## config.mk

```make
export PLATFORM = sky130hd
export DESIGN_NAME = rf_wr_arb
export DESIGN_NICKNAME = d
export VERILOG_FILES = /design/src/rtl/rf_wr_arb.sv
export SDC_FILE = /design/constraint.sdc
export NUM_CORES = 1
export LEC_CHECK = 0
export ABC_AREA = 1
export BUFFER_PORTS_ARGS = -buffer_cell sky130_fd_sc_hd__buf_2
export CORE_AREA = 2 2 86 88
export DETAILED_ROUTE_END_ITERATION = 16
export DIE_AREA = 0 0 88 90
export PLACE_DENSITY = 0.9
export SLEW_MARGIN = 40
export SYNTH_ARGS = -nofsm -noshare
export SYNTH_HDL_FRONTEND = slang
export SYNTH_SLANG_ARGS = --single-unit
```

## constraint.sdc

```tcl
create_clock -name clk -period 6.35 [get_ports clk]
set_clock_uncertainty 0.2 [all_clocks]
set_input_delay 0.3175 -clock clk [delete_from_list [all_inputs] [get_ports clk]]
set_output_delay 0.3175 -clock clk [all_outputs]
set_load 0.02 [all_outputs]
```

## src/rtl/rf_wr_arb.sv

```systemverilog
// Register-file write arbiter: two buffered writeback requesters share one write port.
// Define RF_WR_ARB_RR_EN for round-robin arbitration; default is fixed priority to requester 1.
module rf_wr_arb #(
    parameter int DEPTH = 2
) (
    input  logic        clk,
    input  logic        rst,
    input  logic        req0_valid,
    input  logic [2:0]  req0_regsel,
    input  logic [15:0] req0_data,
    output logic        req0_ready,
    input  logic        req1_valid,
    input  logic [2:0]  req1_regsel,
    input  logic [15:0] req1_data,
    output logic        req1_ready,
    output logic        write,
    output logic [2:0]  writeregsel,
    output logic [15:0] writedata,
    output logic        grant,
    output logic [7:0]  pending
);

    localparam int PW = (DEPTH > 2) ? 2 : 1;
    localparam logic [PW:0] FULL_CNT = (PW+1)'(DEPTH);

    logic [1:0]        in_valid;
    logic [1:0]        in_ready;
    logic [1:0]        nonempty;
    logic [1:0]        push;
    logic [1:0]        pop;
    logic [1:0][2:0]   in_regsel;
    logic [1:0][15:0]  in_data;
    logic [1:0][2:0]   head_regsel;
    logic [1:0][15:0]  head_data;
    logic [1:0][7:0]   fifo_pending;
    logic              grant_sel;

    assign in_valid     = {req1_valid, req0_valid};
    assign in_regsel[0] = req0_regsel;
    assign in_regsel[1] = req1_regsel;
    assign in_data[0]   = req0_data;
    assign in_data[1]   = req1_data;
    assign req0_ready   = in_ready[0];
    assign req1_ready   = in_ready[1];
    assign push         = in_valid & in_ready;

    genvar gi, gj;
    generate
        for (gi = 0; gi < 2; gi++) begin : g_fifo
            logic [2:0]    regsel_mem [DEPTH];
            logic [15:0]   data_mem   [DEPTH];
            logic [PW-1:0] wr_ptr_reg, rd_ptr_reg;
            logic [PW:0]   count_reg, count_next;
            logic [PW-1:0] slot_off [DEPTH];
            logic [7:0]    slot_pend;

            always_ff @(posedge clk) begin
                if (push[gi]) begin
                    regsel_mem[wr_ptr_reg] <= in_regsel[gi];
                    data_mem[wr_ptr_reg]   <= in_data[gi];
                end
            end

            always_comb begin
                count_next = count_reg;
                case ({push[gi], pop[gi]})
                    2'b10:   count_next = count_reg + (PW+1)'(1);
                    2'b01:   count_next = count_reg - (PW+1)'(1);
                    default: count_next = count_reg;
                endcase
            end

            // Pointers are exactly PW bits wide, so increment wraps modulo DEPTH.
            always_ff @(posedge clk) begin
                if (rst) begin
                    wr_ptr_reg <= '0;
                    rd_ptr_reg <= '0;
                    count_reg  <= '0;
                end else begin
                    if (push[gi]) wr_ptr_reg <= wr_ptr_reg + 1'b1;
                    if (pop[gi])  rd_ptr_reg <= rd_ptr_reg + 1'b1;
                    count_reg <= count_next;
                end
            end

            assign in_ready[gi]    = (count_reg != FULL_CNT);
            assign nonempty[gi]    = (count_reg != '0);
            assign head_regsel[gi] = regsel_mem[rd_ptr_reg];
            assign head_data[gi]   = data_mem[rd_ptr_reg];

            // A slot is occupied when its distance from the read pointer is below the count.
            for (gj = 0; gj < DEPTH; gj++) begin : g_slot
                assign slot_off[gj] = PW'(gj) - rd_ptr_reg;
            end

            always_comb begin
                slot_pend = '0;
                for (int j = 0; j < DEPTH; j++) begin
                    if ({1'b0, slot_off[j]} < count_reg)
                        slot_pend[regsel_mem[j]] = 1'b1;
                end
            end

            assign fifo_pending[gi] = slot_pend;
        end
    endgenerate

`ifdef RF_WR_ARB_RR_EN
    logic prio_reg;

    // Only contested cycles hand preference to the other requester.
    always_ff @(posedge clk) begin
        if (rst)
            prio_reg <= 1'b0;
        else if (&nonempty)
            prio_reg <= ~prio_reg;
    end
`endif

    always_comb begin
        grant_sel = 1'b0;
        if (&nonempty) begin
`ifdef RF_WR_ARB_RR_EN
            grant_sel = prio_reg;
`else
            grant_sel = 1'b1;
`endif
        end else if (nonempty[1]) begin
            grant_sel = 1'b1;
        end
    end

    assign write       = |nonempty;
    assign pop         = write ? (grant_sel ? 2'b10 : 2'b01) : 2'b00;
    assign grant       = write & grant_sel;
    assign writeregsel = head_regsel[grant_sel];
    assign writedata   = head_data[grant_sel];
    assign pending     = fifo_pending[0] | fifo_pending[1];

endmodule

```

Word level (Yosys, flattened, before mapping)
Memory sizes are Yosys's and may differ from the RTL's. A register that Yosys moved wholly into a read port is not among the register bits.
Cells that the tools add are included.
Widths: inputs -> output; s select.
Storage, ports and cells
  register bits after elaboration: 8
  bits in writable memories: 76
  logic and storage cells: 90
  memories kept: 4
Memories
  g_fifo[0].data_mem: words 2, bits a word 16, rd ports 1, clocked after Yosys merged registers in 1, wr ports 1, RTL line 51  | logic [15:0] data_mem [DEPTH];
  g_fifo[1].data_mem: words 2, bits a word 16, rd ports 1, clocked after Yosys merged registers in 1, wr ports 1, RTL line 51
  g_fifo[0].regsel_mem: words 2, bits a word 3, rd ports 3, clocked after Yosys merged registers in 1, wr ports 1, RTL line 50  | logic [2:0] regsel_mem [DEPTH];
  g_fifo[1].regsel_mem: words 2, bits a word 3, rd ports 3, clocked after Yosys merged registers in 1, wr ports 1, RTL line 50
Operators by class
  add/sub/neg operators: 12
  order comparisons: 13
  equal/unequal tests: 6
  mux-type cells: 34
  bitwise logic cells: 5
  reduce and logical (&&, ||, !) cells: 10
Operators with widths (count)
  $mux 16: 2
  $mux 8: 4
  $or 8x8->8: 3
  $mux 1: 18
  $lt 3x4->1 const B: 4
  $demux 1 s3: 4
  $ge 3x1->1 const B: 4
  $lt 1x2->1: 4
  $pmux 2 s2: 2
  $reduce_bool 2->1: 4
  $mux 3: 2
  $add 1x1->1 const B: 4
  $add 2x1->2 const B: 2
  $eq 2x1->1 const B: 2
  $eq 2x2->1 const B: 2
  $logic_and 1x1->1: 4
  $mux 2: 2
  $ne 2x2->1 const B: 2
  $sub 1x1->1 const A: 4
  $sub 2x1->2 const B: 2
  $and 2x2->2: 1
  $lt 1x2->1 const B: 1
  $reduce_and 2->1: 1
  $reduce_or 2->1: 1
  $and 1x1->1: 1

Depth between registers and ports, before layout
  word-level depth: 8
  depth in mapped cells: 8
  gate-level depth less buffers: 8

Least setup slack after synthesis
OpenSTA, ideal clock, no wires.
  kind: register to register
  start: reg g_fifo[1].count_reg[0]
  end: mem g_fifo[1].data_mem[1][0], enable pin
  setup time: 395 ps
  arrival: 1651 ps
  path slack: 4104 ps
  cell stages (with the launch flop): 5
  clock period less this slack: 2246 ps
  cells stage by stage: dfxtp_1 > inv_2 > nand2_1 > nand2_1 > nor2_1
Between the ends
  word-level cells in the longest chain between the ends: 4
Ends and longest elaborated chain
  start: declaration: RTL line 53  | logic [PW:0] count_reg, count_next;
  start signal: assignment: RTL line 82  | count_reg <= count_next;
  $ne 2x2->1: RTL line 86  | assign in_ready[gi] = (count_reg != FULL_CNT);
  via req1_ready: RTL line 15  | output logic req1_ready,
  $and 2x2->2: RTL line 45  | assign push = in_valid & in_ready;
  $mux 1: RTL line 58  | if (push[gi]) begin
  $mux 1 (not written as such): RTL line 60  | data_mem[wr_ptr_reg] <= in_data[gi];
  end: declaration: RTL line 51
The timed path passes the listed nets, and every way through them passes these cells.

==> run_results.csv <==
group,metric,value,unit
yosys,synth_ff_type,"edfxtp_1",
clock_network,cts_inserted_buffers,9,
yosys,ys_seq_area_share,65.65,%
grt,overflow,0,
power_and_ir_drop,p_total,1.514,mW
clock_network,h-tree-depth,3,
worst_setup_path,required,5.83,ns
sta,setup_tns,0,ns
sta,fmax,0.3512,GHz
finish,areaGrowthSynthToFinish,26.77,%
grt,grt_pass1_wl,16.44,mm
grt,met2_usage,49.31,%
finish,drive_gt1_share,20.00,%
worst_setup_path,cp-start-kind,"flip-flop",
worst_setup_path,cp_cell_sequence,"inv_1 -> a21oi_1 -> o21ai_0 -> nand2_1 -> buf_2",
grt,grtUsageMet1,31.36,%
min_path,hp-class,"in2reg",
worst_setup_path,critPathSlowestCell,"dfxtp_1",
sta,post-route-min-period,2.848,ns
clock_network,clkSlewWorstSetupHoldPaths,0.08,ns
worst_setup_path,endpoint,"writeregsel[1]",
sta,hold_viol,0,
grt,grt_pass1_vias,3365,
route,first_iter_violations,257,
place,placed_area,4223,um2
place,gp_congestion,0.8331,
finish,finish.utilization,68.28,%
outcome,outcome,"completed",
power_and_ir_drop,powerDensity,315.9,nW/um2
floorplan,coreArea,7020,um2
clock_network,post_cts_resized,0,
worst_setup_path,r2r_slack,4.28,ns
clock_network,worstSkewPairLatency,0.36,ns
route,postRouteAntennaNets,0,
power_and_ir_drop,pwr-share-comb,27.1,%
grt,grt_use_total,27.67,%
yosys,synth_area_leaders,"edfxtp_1 60%, nand2_1 6.4%, dfxtp_1 5.3%",
sta,tightest_slew,0.8062,ns
route,detail_route.vias_per_cell,5.497,
worst_setup_path,cp-end-kind,"output pin",
place,dp.cells,534,
yosys,synth-edff-count,76,
route,wl_per_cell,17.49,um
clock_network,hold_buffers,39,
route,vias,3238,
yosys,synth.top_cell.area_share,60.36,%
grt,met3_usage,6.428,%
yosys,synth_common_cells,"76 x edfxtp_1, 64 x nand2_1, 50 x nor2_1, 49 x inv_1, 37 x o21ai_0",
worst_setup_path,crit_path_max_incr_delay,0.75,ns
grt,grt-busiest-layer,"met2",
worst_setup_path,worst_ep_arrival_time,2.33,ns
worst_setup_path,reg2reg_depth,7,
finish,antennaDiodeCount,0,
route,drc,0,
run,cap_violations,0,
worst_setup_path,rr_endpoint,"g_fifo[0].count_reg[1]",
yosys,avgSynthCellArea,10.14,um2
sta,setup_viol,0,
yosys,yosys_warnings,0,
sta,rsz0062_at_grt,"no",
floorplan,io_pins,73,
power_and_ir_drop,leakagePower,2.031,nW
finish,final_nets,528,
power_and_ir_drop,ir_drop,233.0,uV
finish,finalNonFillerCells,589,
sta,fin_crit_sh,44.85,%
finish,stdcell_area,4793,um2
floorplan,die_y,90,um
min_path,min_from,"req1_valid",
grt,grt_start_max_net_pins,39,
yosys,synth_cells,373,
clock_network,root_buffer,"clkbuf_8",
floorplan,die_area,7920,um2
yosys,synth_most_common_cell,"edfxtp_1",
grt,antenna_found_initial,0,
power_and_ir_drop,p_sw,524.2,uW
clock_network,cts_tree,"done",
yosys,async_flop_share,0,%
place,hpwl,5.786,mm
floorplan,num_rows,31,
clock_network,clk_path_buf_depth,2,
route,firstDrtPassIters,6,
floorplan,die_x,88,um
worst_setup_path,crit_path_max_fanout,22,
yosys,yosysTopAreaCell,"edfxtp_1",
power_and_ir_drop,p_int,990.1,uW
route,drt-total-wl,10.30,mm
power_and_ir_drop,switching_share,34.62,%
worst_setup_path,r2r-start,"g_fifo[0].count_reg[0]",
finish,largest_reg_flops,64,
yosys,synth_seq_cells,86,
place,io_buffers,72,
floorplan,start_util,53.86,%
sta,slew_viol_final,0,
clock_network,post_cts_buffers,0,
yosys,syn_area,3781,um2
clock_network,cts.sinks,86,
yosys,synth_fp_nets,416,
power_and_ir_drop,clockPowerShare,24.2,%
sta,relSlewSlack,46.13,%
power_and_ir_drop,power_frac_seq,48.7,%
yosys,synth.distinct_cells,23,
worst_setup_path,path_class,"reg2out",
## worst min-delay path by stage
stage	to	slack, ns	cells past startpoint
floorplan	g_fifo[0].wr_ptr_reg	0.19	1
global placement	g_fifo[0].wr_ptr_reg	0.27	2
detailed placement	g_fifo[1].data_mem[1][3]	0.31	1
CTS	g_fifo[1].count_reg[0]	0.03	3
global route	g_fifo[1].count_reg[0]	0.02	3
finish	g_fifo[1].count_reg[0]	0.04	3
## critical path: cells and delay by family, from the launching register on
family                 cells  cell delay [ns]
buffers and inverters      2             0.74
and+or+nand+nor            1             0.11
DFF                        1             0.75
AOI/OAI and AO/OA          2             0.37
## power groups by stage
stage | clock network (mW) | logic [mW] | registers (mW)
after floorplan | 0 | 0.263 | 0.720
after global placement | 0 | 0.354 | 0.738
after detailed placement | 0 | 0.375 | 0.745
after CTS | 0.360 | 0.399 | 0.733
after global routing | 0.384 | 0.446 | 0.744
final | 0.367 | 0.410 | 0.738
## per-layer routing
layer	vias up	share of wire, %	wire [um]
li1	1480	-	-
met1	1535	36	3739
met2	196	52	5383
met3	27	8.7	899
met4	0	2.7	276
met5	-	0	0
## cell families (layout without fill, tap and decap cells)
kind of cell / Yosys count / in the layout / synth area share [%]
DFF: 86 / 86 / 65.65
and+or+nand+nor: 138 / 138 / 14.99
adders and majority gates: 1 / 1 / 0.3309
buffers and inverters: 60 / 177 / 6.916
AOI/OAI and AO/OA: 88 / 88 / 12.11
## layout make-up
class / count / area [um2]
fill: 467 / 2227
inverter: 50 / 187.7
timing repair buffer: 111 / 750.7
clock buffer: 10 / 127.6
tap: 99 / 123.9
sequential: 86 / 2484
multi-input combinational: 227 / 1067
clock inverter: 6 / 52.55
## metrics by stage
stage	hold WS (ns)	worst slack, ns
3_5_place_dp	0.3082	4.012
5_1_grt	0.02467	3.381
2_1_floorplan	0.1866	4.104
3_3_place_gp	0.2727	4.103
4_1_cts	0.02647	3.578
6_report	0.03657	3.502
## layout by cell type, fill, tap and decap left out, types with 2 or more instances in the layout
cell,instances
nand3_1,15
o21ai_1,19
nand2_1,64
clkbuf_8,9
edfxtp_1,76
nor2_4,5
inv_1,49
a21oi_1,30
nor2_1,46
o21ai_0,37
buf_2,72
nor3_1,2
nand4_1,2
dlygate4sd3_1,39
dfxtp_1,9
clkinv_1,2
clkinv_2,3
(Power assumes the default switching activity.)
